`src/rtl/zbus_iocycle.sv`:
```
// Z80 I/O cycle tracker for the ZX-bus IORQ/IORQGE manager.
// Synchronises the Z80 strobes, latches the port address and qualifies internal port hits.
// Holds the Z80 in WAIT while an external device waits, with a timeout on that wait.
module zbus_iocycle #(
  parameter int unsigned SYNC_STAGES = 2,
  parameter int unsigned TIMEOUT     = 200
) (
  input  logic        clk,
  input  logic        rst_n,
  input  logic        z_iorq_n,
  input  logic        z_m1_n,
  input  logic        z_rd_n,
  input  logic        z_wr_n,
  input  logic [15:0] z_a,
  input  logic        porthit_in,
  input  logic        ext_io_en,
  input  logic        ext_wait_n,
  input  logic        to_clr,
  output logic [15:0] a_lat,
  output logic        iorq,
  output logic        iorq_n,
  output logic        rd,
  output logic        wr,
  output logic        porthit,
  output logic        iorq_s,
  output logic        iorq_e,
  output logic        wait_n,
  output logic        timeout
);

  localparam logic [7:0] ToLast = 8'(TIMEOUT - 1);

  typedef enum logic [1:0] {StIdle, StDecode, StExtWait, StHold} state_e;

  state_e state_q, state_d;
  logic [7:0] cnt_q, cnt_d;
  logic       set_to;

  logic [SYNC_STAGES-1:0] iorq_n_sync, m1_n_sync, rd_n_sync, wr_n_sync, ext_wait_n_sync;
  logic iorq_n_s, m1_n_s, rd_n_s, wr_n_s, ext_wait_n_s;
  logic req;

  // Input synchronisers; idle level of every strobe is high.
  always_ff @(posedge clk or negedge rst_n) begin
    if (!rst_n) begin
      iorq_n_sync     <= '1;
      m1_n_sync       <= '1;
      rd_n_sync       <= '1;
      wr_n_sync       <= '1;
      ext_wait_n_sync <= '1;
    end else begin
      iorq_n_sync     <= {iorq_n_sync[SYNC_STAGES-2:0], z_iorq_n};
      m1_n_sync       <= {m1_n_sync[SYNC_STAGES-2:0], z_m1_n};
      rd_n_sync       <= {rd_n_sync[SYNC_STAGES-2:0], z_rd_n};
      wr_n_sync       <= {wr_n_sync[SYNC_STAGES-2:0], z_wr_n};
      ext_wait_n_sync <= {ext_wait_n_sync[SYNC_STAGES-2:0], ext_wait_n};
    end
  end

  assign iorq_n_s     = iorq_n_sync[SYNC_STAGES-1];
  assign m1_n_s       = m1_n_sync[SYNC_STAGES-1];
  assign rd_n_s       = rd_n_sync[SYNC_STAGES-1];
  assign wr_n_s       = wr_n_sync[SYNC_STAGES-1];
  assign ext_wait_n_s = ext_wait_n_sync[SYNC_STAGES-1];

  // Interrupt acknowledge (IORQ together with M1) is not an I/O cycle.
  assign req = !iorq_n_s && m1_n_s;

  // Next-state and wait-counter logic; a dropped req aborts from any active state.
  always_comb begin
    state_d = state_q;
    cnt_d   = cnt_q;
    set_to  = 1'b0;
    case (state_q)
      StIdle: begin
        if (req) state_d = StDecode;
      end
      StDecode: begin
        if (!req) begin
          state_d = StIdle;
        end else if (porthit_in || !ext_io_en) begin
          state_d = StHold;
        end else begin
          cnt_d   = 8'd0;
          state_d = StExtWait;
        end
      end
      StExtWait: begin
        if (!req) begin
          state_d = StIdle;
        end else if (ext_wait_n_s) begin
          state_d = StHold;
        end else if (cnt_q >= ToLast) begin
          set_to  = 1'b1;
          state_d = StHold;
        end else if (cnt_q != 8'hff) begin
          cnt_d = cnt_q + 8'd1;
        end
      end
      StHold: begin
        if (!req) state_d = StIdle;
      end
      default: state_d = StIdle;
    endcase
  end

  // State, counter, address latch and registered output decode.
  always_ff @(posedge clk or negedge rst_n) begin
    if (!rst_n) begin
      state_q <= StIdle;
      cnt_q   <= 8'd0;
      a_lat   <= 16'd0;
      iorq    <= 1'b0;
      iorq_n  <= 1'b1;
      rd      <= 1'b0;
      wr      <= 1'b0;
      porthit <= 1'b0;
      iorq_s  <= 1'b0;
      iorq_e  <= 1'b0;
      timeout <= 1'b0;
    end else begin
      state_q <= state_d;
      cnt_q   <= cnt_d;
      if (state_q == StIdle && req) a_lat <= z_a;
      iorq    <= (state_d != StIdle);
      iorq_n  <= (state_d == StIdle);
      rd      <= (state_d != StIdle) && !rd_n_s;
      wr      <= (state_d != StIdle) && !wr_n_s;
      iorq_s  <= (state_q == StIdle) && (state_d == StDecode);
      iorq_e  <= (state_q != StIdle) && (state_d == StIdle);
      if (state_d == StIdle) begin
        porthit <= 1'b0;
      end else if (state_q == StDecode) begin
        porthit <= porthit_in;
      end
      // A new expiry beats a simultaneous clear.
      timeout <= set_to | (timeout & ~to_clr);
    end
  end

  // WAIT follows the device only while in EXTWAIT, so it releases with the state change.
  always_comb begin
    wait_n = 1'b1;
    if (state_q == StExtWait) wait_n = ext_wait_n_s;
  end

endmodule

```
`config.mk`:
```
export PLATFORM = sky130hd
export DESIGN_NAME = zbus_iocycle
export DESIGN_NICKNAME = d
export VERILOG_FILES = /design/src/rtl/zbus_iocycle.sv
export SDC_FILE = /design/constraint.sdc
export NUM_CORES = 1
export LEC_CHECK = 0
export ABC_AREA = 1
export ABC_CLOCK_PERIOD_IN_PS = 2750
export CAP_MARGIN = 20
export CORE_MARGIN = 10
export CORE_UTILIZATION = 50
export CTS_CLUSTER_SIZE = 30
export DETAILED_ROUTE_END_ITERATION = 10
export GPL_TIMING_DRIVEN = 0
export PLACE_DENSITY_LB_ADDON = 0.08
export SYNTH_ARGS = -nofsm -noshare
export SYNTH_HDL_FRONTEND = slang
export SYNTH_SLANG_ARGS = --single-unit
```
`constraint.sdc`:
```
create_clock -name clk -period 2.75 [get_ports clk]
set_input_delay 0.55 -clock clk [delete_from_list [all_inputs] [get_ports clk]]
set_output_delay 0.55 -clock clk [all_outputs]
set_load 0.005 [all_outputs]
```
### Word level (Yosys, flattened, before mapping)

Index checks and enable logic that the tools add are counted.

| word-level totals | value |
|---|---|
| latch bits | 0 |
| logic and storage cells | 72 |
| RAM bits | 0 |
| bits in registers | 44 |
| memories kept | 0 |
| output and inout port bits | 25 |
| input bits | 26 |
| memory bits (read-only) | 0 |

| cells by class | value |
|---|---|
| equality and inequality tests | 11 |
| $mul | 0 |
| muxes and demuxes | 22 |
| $lt $le $gt $ge | 1 |
| reductions and logical operators | 18 |
| shifts and indexed selects | 0 |
| div/mod/pow operators | 0 |
| bitwise logic cells | 3 |
| add/sub/neg operators | 1 |

Operator list:

| cell | count |
|---|---|
| 2-to-1 mux 8 bit | 6 |
| one-hot mux 8 bit (2 select lines) | 1 |
| 2-to-1 mux 2 bit | 6 |
| != test 2 bit, second input constant | 6 |
| adder 8 x 1 -> 8 bit, second input constant | 1 |
| >= comparator 8 bit, second input constant | 1 |
| 2-to-1 mux 1 bit | 8 |
| != test 8 bit, second input constant | 1 |
| one-hot mux 2 bit (4 select lines) | 1 |
| nonzero test 2 bit | 4 |
| AND reduction 7 bit | 1 |
| logical AND 1 bit | 6 |
| equality test 2 x 1 -> 1 bit, second input constant | 2 |
| equality test 2 bit, second input constant | 2 |
| logical NOT 1 bit | 4 |
| logical NOT 2 bit | 2 |
| bitwise AND 1 bit | 1 |
| logical OR 1 bit | 1 |
| inverter 1 bit | 1 |
| bitwise OR 1 bit | 1 |

### Depth between registers and ports, before layout

Gate-level depths: netlist of run 1.

| depth | value |
|---|---|
| depth after elaboration | 7 |
| depth in mapped cells | 9 |
| mapped depth without buffers | 9 |

### Worst setup path before layout of run 1

Ideal clock, no wire load.

| path | value |
|---|---|
| kind | register to register |
| start point | register m1_n_sync[1] |
| end point | register a_lat[5] |
| data arrival time | 1257 ps |
| setup time | 116 ps |
| period minus slack after synthesis | 1373 ps |
| data required time | 2634 ps |
| path buffers | 2 |
| slack | 1377 ps |
| stages on the path, launching flop included | 9 |
| cell sequence | dfstp_2 -> inv_1 -> or2_1 -> buf_6 -> clkinv_4 -> nand2_4 -> buf_2 -> nand2_1 -> nand2_1 |

| between the ends | value |
|---|---|
| cells in the longest elaborated chain, start to end | 2 |

Ends and longest elaborated chain:

| element | line | source |
|---|---|---|
| start: declaration | 39 | `logic [SYNC_STAGES-1:0] iorq_n_sync, m1_n_sync, rd_n_sync, wr_n_sync, ext_wait_n_sync;` |
| start signal: assignment | 53 | `m1_n_sync <= {m1_n_sync[SYNC_STAGES-2:0], z_m1_n};` |
| logical AND 1 bit | 67 | `assign req = !iorq_n_s && m1_n_s;` |
| logical AND 1 bit | 124 | `if (state_q == StIdle && req) a_lat <= z_a;` |
| end signal: assignment | 124 |  |
| end: declaration | 19 | `output logic [15:0] a_lat,` |

No other way between the ends.
A chain may end at the register's enable or synchronous reset.

### Worst setup path in the final report of run 1

| path | value |
|---|---|
| start point | register state_q[1] |
| end point | output port wait_n |

| between the ends | value |
|---|---|
| cells in the longest elaborated chain, start to end | 2 |

Ends and longest elaborated chain:

| element | line | source |
|---|---|---|
| start: declaration | 35 | `state_e state_q, state_d;` |
| start signal: assignment | 110 | `state_q <= StIdle;` |
| start signal: assignment | 122 | `state_q <= state_d;` |
| equality test 2 bit | 144 | `if (state_q == StExtWait) wait_n = ext_wait_n_s;` |
| 2-to-1 mux 1 bit | 144 |  |
| end: declaration | 27 | `output logic wait_n,` |

No other way between the ends.

==> qor.csv, run 1 <==
metric;value;unit
I/O pin total;51;
Worst setup EP type;primary output;
post-route ant nets;0;
Finished Core Util;0.733;
share of the synthesized area in the top cell type;0.453;
post-DR vias/cell;4.73;
achievable frequency;453;MHz
via count;1404;
clk sinks;44;
Hold Path Class;input port to asynchronous set/reset pin;
cell taking the most area after synthesis;dfrtp_1;
sequential-to-total area share from yosys stat;0.612;
gp weighted congestion;0.754;
most common library cells after synthesis;nand2_1, dfrtp_1, nor2_1, nand3_1;
largest net degree at the start of global routing;42;
asr flop ratio synth;1.00;
Tightest Pin Transition;329;ps
top cells by area, synth;dfrtp_1, dfstp_2, nand2_1;
CTS tree;done;
total CTS buffers;5;
Root Buffer Master;clkbuf_8;
synth warn;0;
DRC viols;0;
Mapped Cells;192;
final instance area;2520;um^2
pwr dens;598;nW/um^2
post-route setup TNS;0;ps
Worst-path clk slew;70;ps
Total Power;1510;uW
Initial Utilization;0.530;
FF+latch count, synth;44;
Final Max Slew Viols;0;
Max clock buf depth;2;
Post-Syn Area;1820;um^2
Tcrit/Tclk final;0.803;
share of cells above drive strength 1;0.163;
final net count;277;
syn_nets;219;
Avg Inst Size Synth;9.49;um^2
Wirelength per Cell;13.0;um
DP HPWL;2890;um
DIE AREA;6460;um^2
crit path max fanout;8;
DR pass1 iterations;4;
Setup Skew;2.91;ps
status;completed;
initial antenna violation count;0;
Setup violations, final;0;
setup repair bufs after CTS;0;
Placeable Area;3440;um^2
Max IR drop VDD;0.406;mV
Slew HR;0.780;
die height;80.4;um
DP Area;2400;um^2
cell leakage power;0.00119;uW
ant diodes;0;
Die X;80.4;um
pre-CTS setup slack;852;ps
I/O Buffers;50;
grt ovf;0;
clk_lat worst skew;300;ps
Placement Rows;21;
RSZ-0062 raised after global routing;no;
final WL;3870;um
vias in the first global route;1514;
Post-synth EDFFs;0;
Tmin final;2210;ps
first-pass GRT wire length;6660;um
FILL cells;253;
starting DRC count in detailed routing;83;
crit start category;flop;
# resized after CTS;0;
Fin. Hold Viols;0;
gr usage total;0.132;
most common cell in the synthesized netlist;nand2_1;
Worst Path Arrival;1660;ps
final worst slack;543;ps
Yosys cell types;24;
hold_buf cts;0;
Post-synth top flop;dfrtp_1;
CP Class;flop to primary output;
Layout area overhead;38.4;%
htree depth;2;
WP data required;2200;ps
max-cap viol count;0;
-- layer usage --
layer | vias to the layer above | track usage | part of all wire
met3 | 9 | 0.0601 | 0.10
met1 | 648 | 0.140 | 0.40
met4 | 0 | 0.0880 | 0.025
li1 | 701 | - | -
met2 | 46 | 0.205 | 0.48
met5 | - | 0 | 0
-- registers in the layout, indices dropped and copies added, names as in the netlist, 2 cells and up --
name / count
rd_n_sync: 2
cnt_q: 8
a_lat: 16
wr_n_sync: 2
m1_n_sync: 2
iorq_n_sync: 2
state_q: 2
ext_wait_n_sync: 2
-- cells by family (layout without fill, tap and decap cells) --
logic type,count (synthesis),after routing,share of synthesized area
compound gates,4,4,0.0130
xor+xnor,2,2,0.00961
fa+ha+maj,1,1,0.00686
buf+inv,16,75,0.0522
flops,44,44,0.612
simple gates,125,125,0.307
-- area by class of cell --
cell class	instances	area [um^2]	area share
flip-flops and latches	44	1110	0.442
multi-input cells	132	613	0.243
repair buffers	51	515	0.204
clock buffers	7	96.3	0.0382
inverters	13	58.8	0.0233
well taps	46	57.6	0.0228
plain buffers	3	36.3	0.0144
clock inverters	1	30.0	0.0119
-- worst paths after layout --
kind                         startpoint      endpoint  slack, ps  cells past startpoint
max in group asynchronous         rst_n  wr_n_sync[0]       2220                      2
hold / removal                    rst_n            rd         50                      1
setup / recovery             state_q[1]        wait_n        540                      6
setup reg to reg               cnt_q[0]      cnt_q[4]       1180                      9
min in group clk           rd_n_sync[0]  rd_n_sync[1]        360                      0
hold reg to reg            rd_n_sync[0]  rd_n_sync[1]        360                      0
-- per-stage QoR --
stage          hold slack [ps]  cells
4_1_cts                   45.1    297
3_5_place_dp               347    289
6_report                  51.0    297
3_3_place_gp               345    288
2_1_floorplan              254    192
5_1_grt                   42.1    297
-- layout by cell type, fill, tap and decap left out, drive strengths merged --
master	count
nor3b	1
buf	5
o21bai	1
o21ai	1
a21oi	1
or2	1
clkbuf	7
clkinv	2
inv	11
clkdlybuf4s50	49
o22ai	1
dfrtp	33
dfstp	11
xor2	2
ha	1
nand2	87
bufinv	1
nand3b	1
nor2	22
and3	1
nand3	12
-- critical path: stages, from the launching register on --
cell and delay [ps]:
dfrtp_1 380, inv_1 80, nor2_2 40, inv_1 250, nor2_4 60, inv_1 50
clkdlybuf4s50_1 490
-- where the power goes --
| group | switching (uW) | leakage [uW] | internal [uW] |
|---|---|---|---|
| combinational | 96.6 | 0.000576 | 141 |
| sequential | 29.3 | 0.000544 | 709 |
| clock | 212 | 0.0000645 | 320 |
(Power assumes the default switching activity.)
==> run 2, diff against run 1 <==
- ABC_CLOCK_PERIOD_IN_PS: 2750 -> 2230
- CORE_UTILIZATION: 50 -> 47
- clock period: 2.75 -> 2.23 ns (I/O delays scaled with it)
==> qor.csv, run 2 (same netlist as run 1, synthesis figures left out) <==
metric;value;unit;change
Max clock buf depth;2;;unchanged
RSZ-0062 raised after global routing;no;;unchanged
htree depth;2;;unchanged
post-DR vias/cell;4.57;;was 4.73
initial antenna violation count;0;;unchanged
ant diodes;0;;unchanged
clk sinks;44;;unchanged
DR pass1 iterations;4;;unchanged
Die X;82.3;um;was 80.4 um
Slew HR;0.773;;was 0.780
Placement Rows;22;;was 21
Worst Path Arrival;1650;ps;was 1660 ps
CP Capture Point;wait_n;;unchanged
GR Util met1;0.138;;was 0.140
Worst setup EP type;primary output;;unchanged
via count;1371;;was 1,404
Root Buffer Master;clkbuf_8;;unchanged
post-route ant nets;0;;unchanged
Fin. Hold Viols;0;;unchanged
non-filler cells, final;300;;was 297
CP startpoint;state_q[1];;unchanged
grt ovf;0;;unchanged
final instance area;2520;um^2;about the same
cell leakage power;0.00118;uW;was 0.00119 uW
starting DRC count in detailed routing;60;;was 83
placed cell count;291;;was 289
gr usage total;0.118;;was 0.132
Final Max Slew Viols;0;;unchanged
final net count;278;;was 277
achievable frequency;478;MHz;
Most Used Layer, Global Route;met2;;unchanged
DP Area;2400;um^2;about the same
CTS tree;done;;unchanged
Tightest Pin Transition;339;ps;was 329 ps
Tcrit/Tclk final;0.939;;
Wirelength per Cell;12.6;um;was 13.0 um
Largest regs;a_lat x16, cnt_q x8;;unchanged
Initial Utilization;0.491;;was 0.530
setup repair bufs after CTS;0;;unchanged
most frequent cells in the layout;nand2_1, clkdlybuf4s50_1, dfrtp_1;;unchanged
met2 usage;0.180;;was 0.205
final worst slack;137;ps;was 543 ps
Reg2Reg Depth;9;;unchanged
DP HPWL;2740;um;was 2890 um
CP Class;flop to primary output;;unchanged
DRC viols;0;;unchanged
Most flops, register;a_lat;;unchanged
share of cells above drive strength 1;0.163;;about the same
FILL cells;311;;was 253
max reg flops;16;;unchanged
Placeable Area;3720;um^2;was 3440 um^2
I/O Buffers;50;;unchanged
pre-CTS setup slack;444;ps;was 852 ps
Finished Core Util;0.679;;was 0.733
die height;82.3;um;was 80.4 um
max-cap viol count;0;;unchanged
reg2reg end;cnt_q[2];;was cnt_q[4]
Tmin final;2090;ps;
Hold Path Class;flop to flop;;was input port to asynchronous set/reset pin
vias in the first global route;1353;;was 1,514
pwr dens;722;nW/um^2;was 598 nW/um^2
gp weighted congestion;0.810;;was 0.754
final WL;3770;um;was 3870 um
crit path max fanout;8;;unchanged
I/O pin total;51;;unchanged
WP data required;1780;ps;was 2200 ps
Max IR drop VDD;0.512;mV;was 0.406 mV
clk_lat worst skew;300;ps;about the same
GR met3 Demand/Resource;0.0702;;was 0.0601
Layout area overhead;38.4;%;about the same
largest net degree at the start of global routing;42;;unchanged
Worst R2R Start;cnt_q[0];;unchanged
status;completed;;unchanged
crit start category;flop;;unchanged
DIE AREA;6770;um^2;was 6460 um^2
total CTS buffers;5;;unchanged
commonest non-fill, non-tap cell in the layout;nand2_1;;unchanged
R2R Setup Slk;700;ps;was 1180 ps
Setup Skew;8.98;ps;was 2.91 ps
Worst-path clk slew;80;ps;was 70 ps
first-pass GRT wire length;6240;um;was 6660 um
Setup violations, final;0;;unchanged
-- run 2: changes by cell type in the layout (fill, tap and decap cells not counted), sizes merged --
| cell | previous run | this run |
|---|---|---|
| clkbuf | 7 | 5 |
| clkinvlp | 0 | 1 |
| inv | 11 | 12 |
| dlygate4sd3 | 0 | 1 |
-- run 2: worst min-delay path by stage --
stage                          to                from  cells past startpoint  slack (ps)
2_1_floorplan            a_lat[0]               rst_n                      0         150
3_3_place_gp       iorq_n_sync[1]      iorq_n_sync[0]                      0         350
3_5_place_dp                   wr               rst_n                      1         270
4_1_cts        ext_wait_n_sync[1]  ext_wait_n_sync[0]                      0         360
5_1_grt              rd_n_sync[1]        rd_n_sync[0]                      0         360
6_report             rd_n_sync[1]        rd_n_sync[0]                      0         360
-- run 2: routing by layer --
layer  up-vias  wire length (um)  share of wire
li1        706                 -              -
met2        48              1650           0.44
met3         7               451           0.12
met4         0                50          0.013
met5         -                 0              0
met1       610              1610           0.43
-- run 2: what timing repair did --
item,CTS,global route
endpoints found under the setup margin,0,0
endpoints found under the hold margin,1,0
resized for setup,0,0
hold buffers,1,0
-- run 2: worst max-delay path, stage by stage (launching register included) --
cell	delay [ps]
dfrtp_1	390
inv_1	80
nor2_2	50
inv_1	240
nor2_4	60
inv_1	50
clkdlybuf4s50_1	490
-- run 2: cell type report --
cell class | count | area [um^2] | area share
tap | 48 | 60.1 | 0.0238
multi-input combinational | 132 | 613 | 0.243
sequential | 44 | 1110 | 0.442
inverter | 13 | 58.8 | 0.0233
clock inverter | 3 | 46.3 | 0.0183
clock buffer | 5 | 68.8 | 0.0273
timing repair buffer | 52 | 526 | 0.208
buffer | 3 | 36.3 | 0.0144
-- run 2: per-stage QoR --
stage / power (uW) / hold WS (ps) / TNS (ps)
floorplan: 1010 / 150 / 0
detailed placement: 1220 / 269 / 0
CTS: 1850 / 360 / 0
global route: 1920 / 362 / 0
finish: 1820 / 359 / 0
global placement: 1210 / 346 / -14380
-- run 2: where the power goes --
| part | total [uW] | internal, uW | switching [uW] |
|---|---|---|---|
| Clock | 622 | 337 | 284 |
| Combinational | 293 | 175 | 118 |
| Sequential | 908 | 874 | 34.2 |
| Total | 1820 | 1390 | 437 |
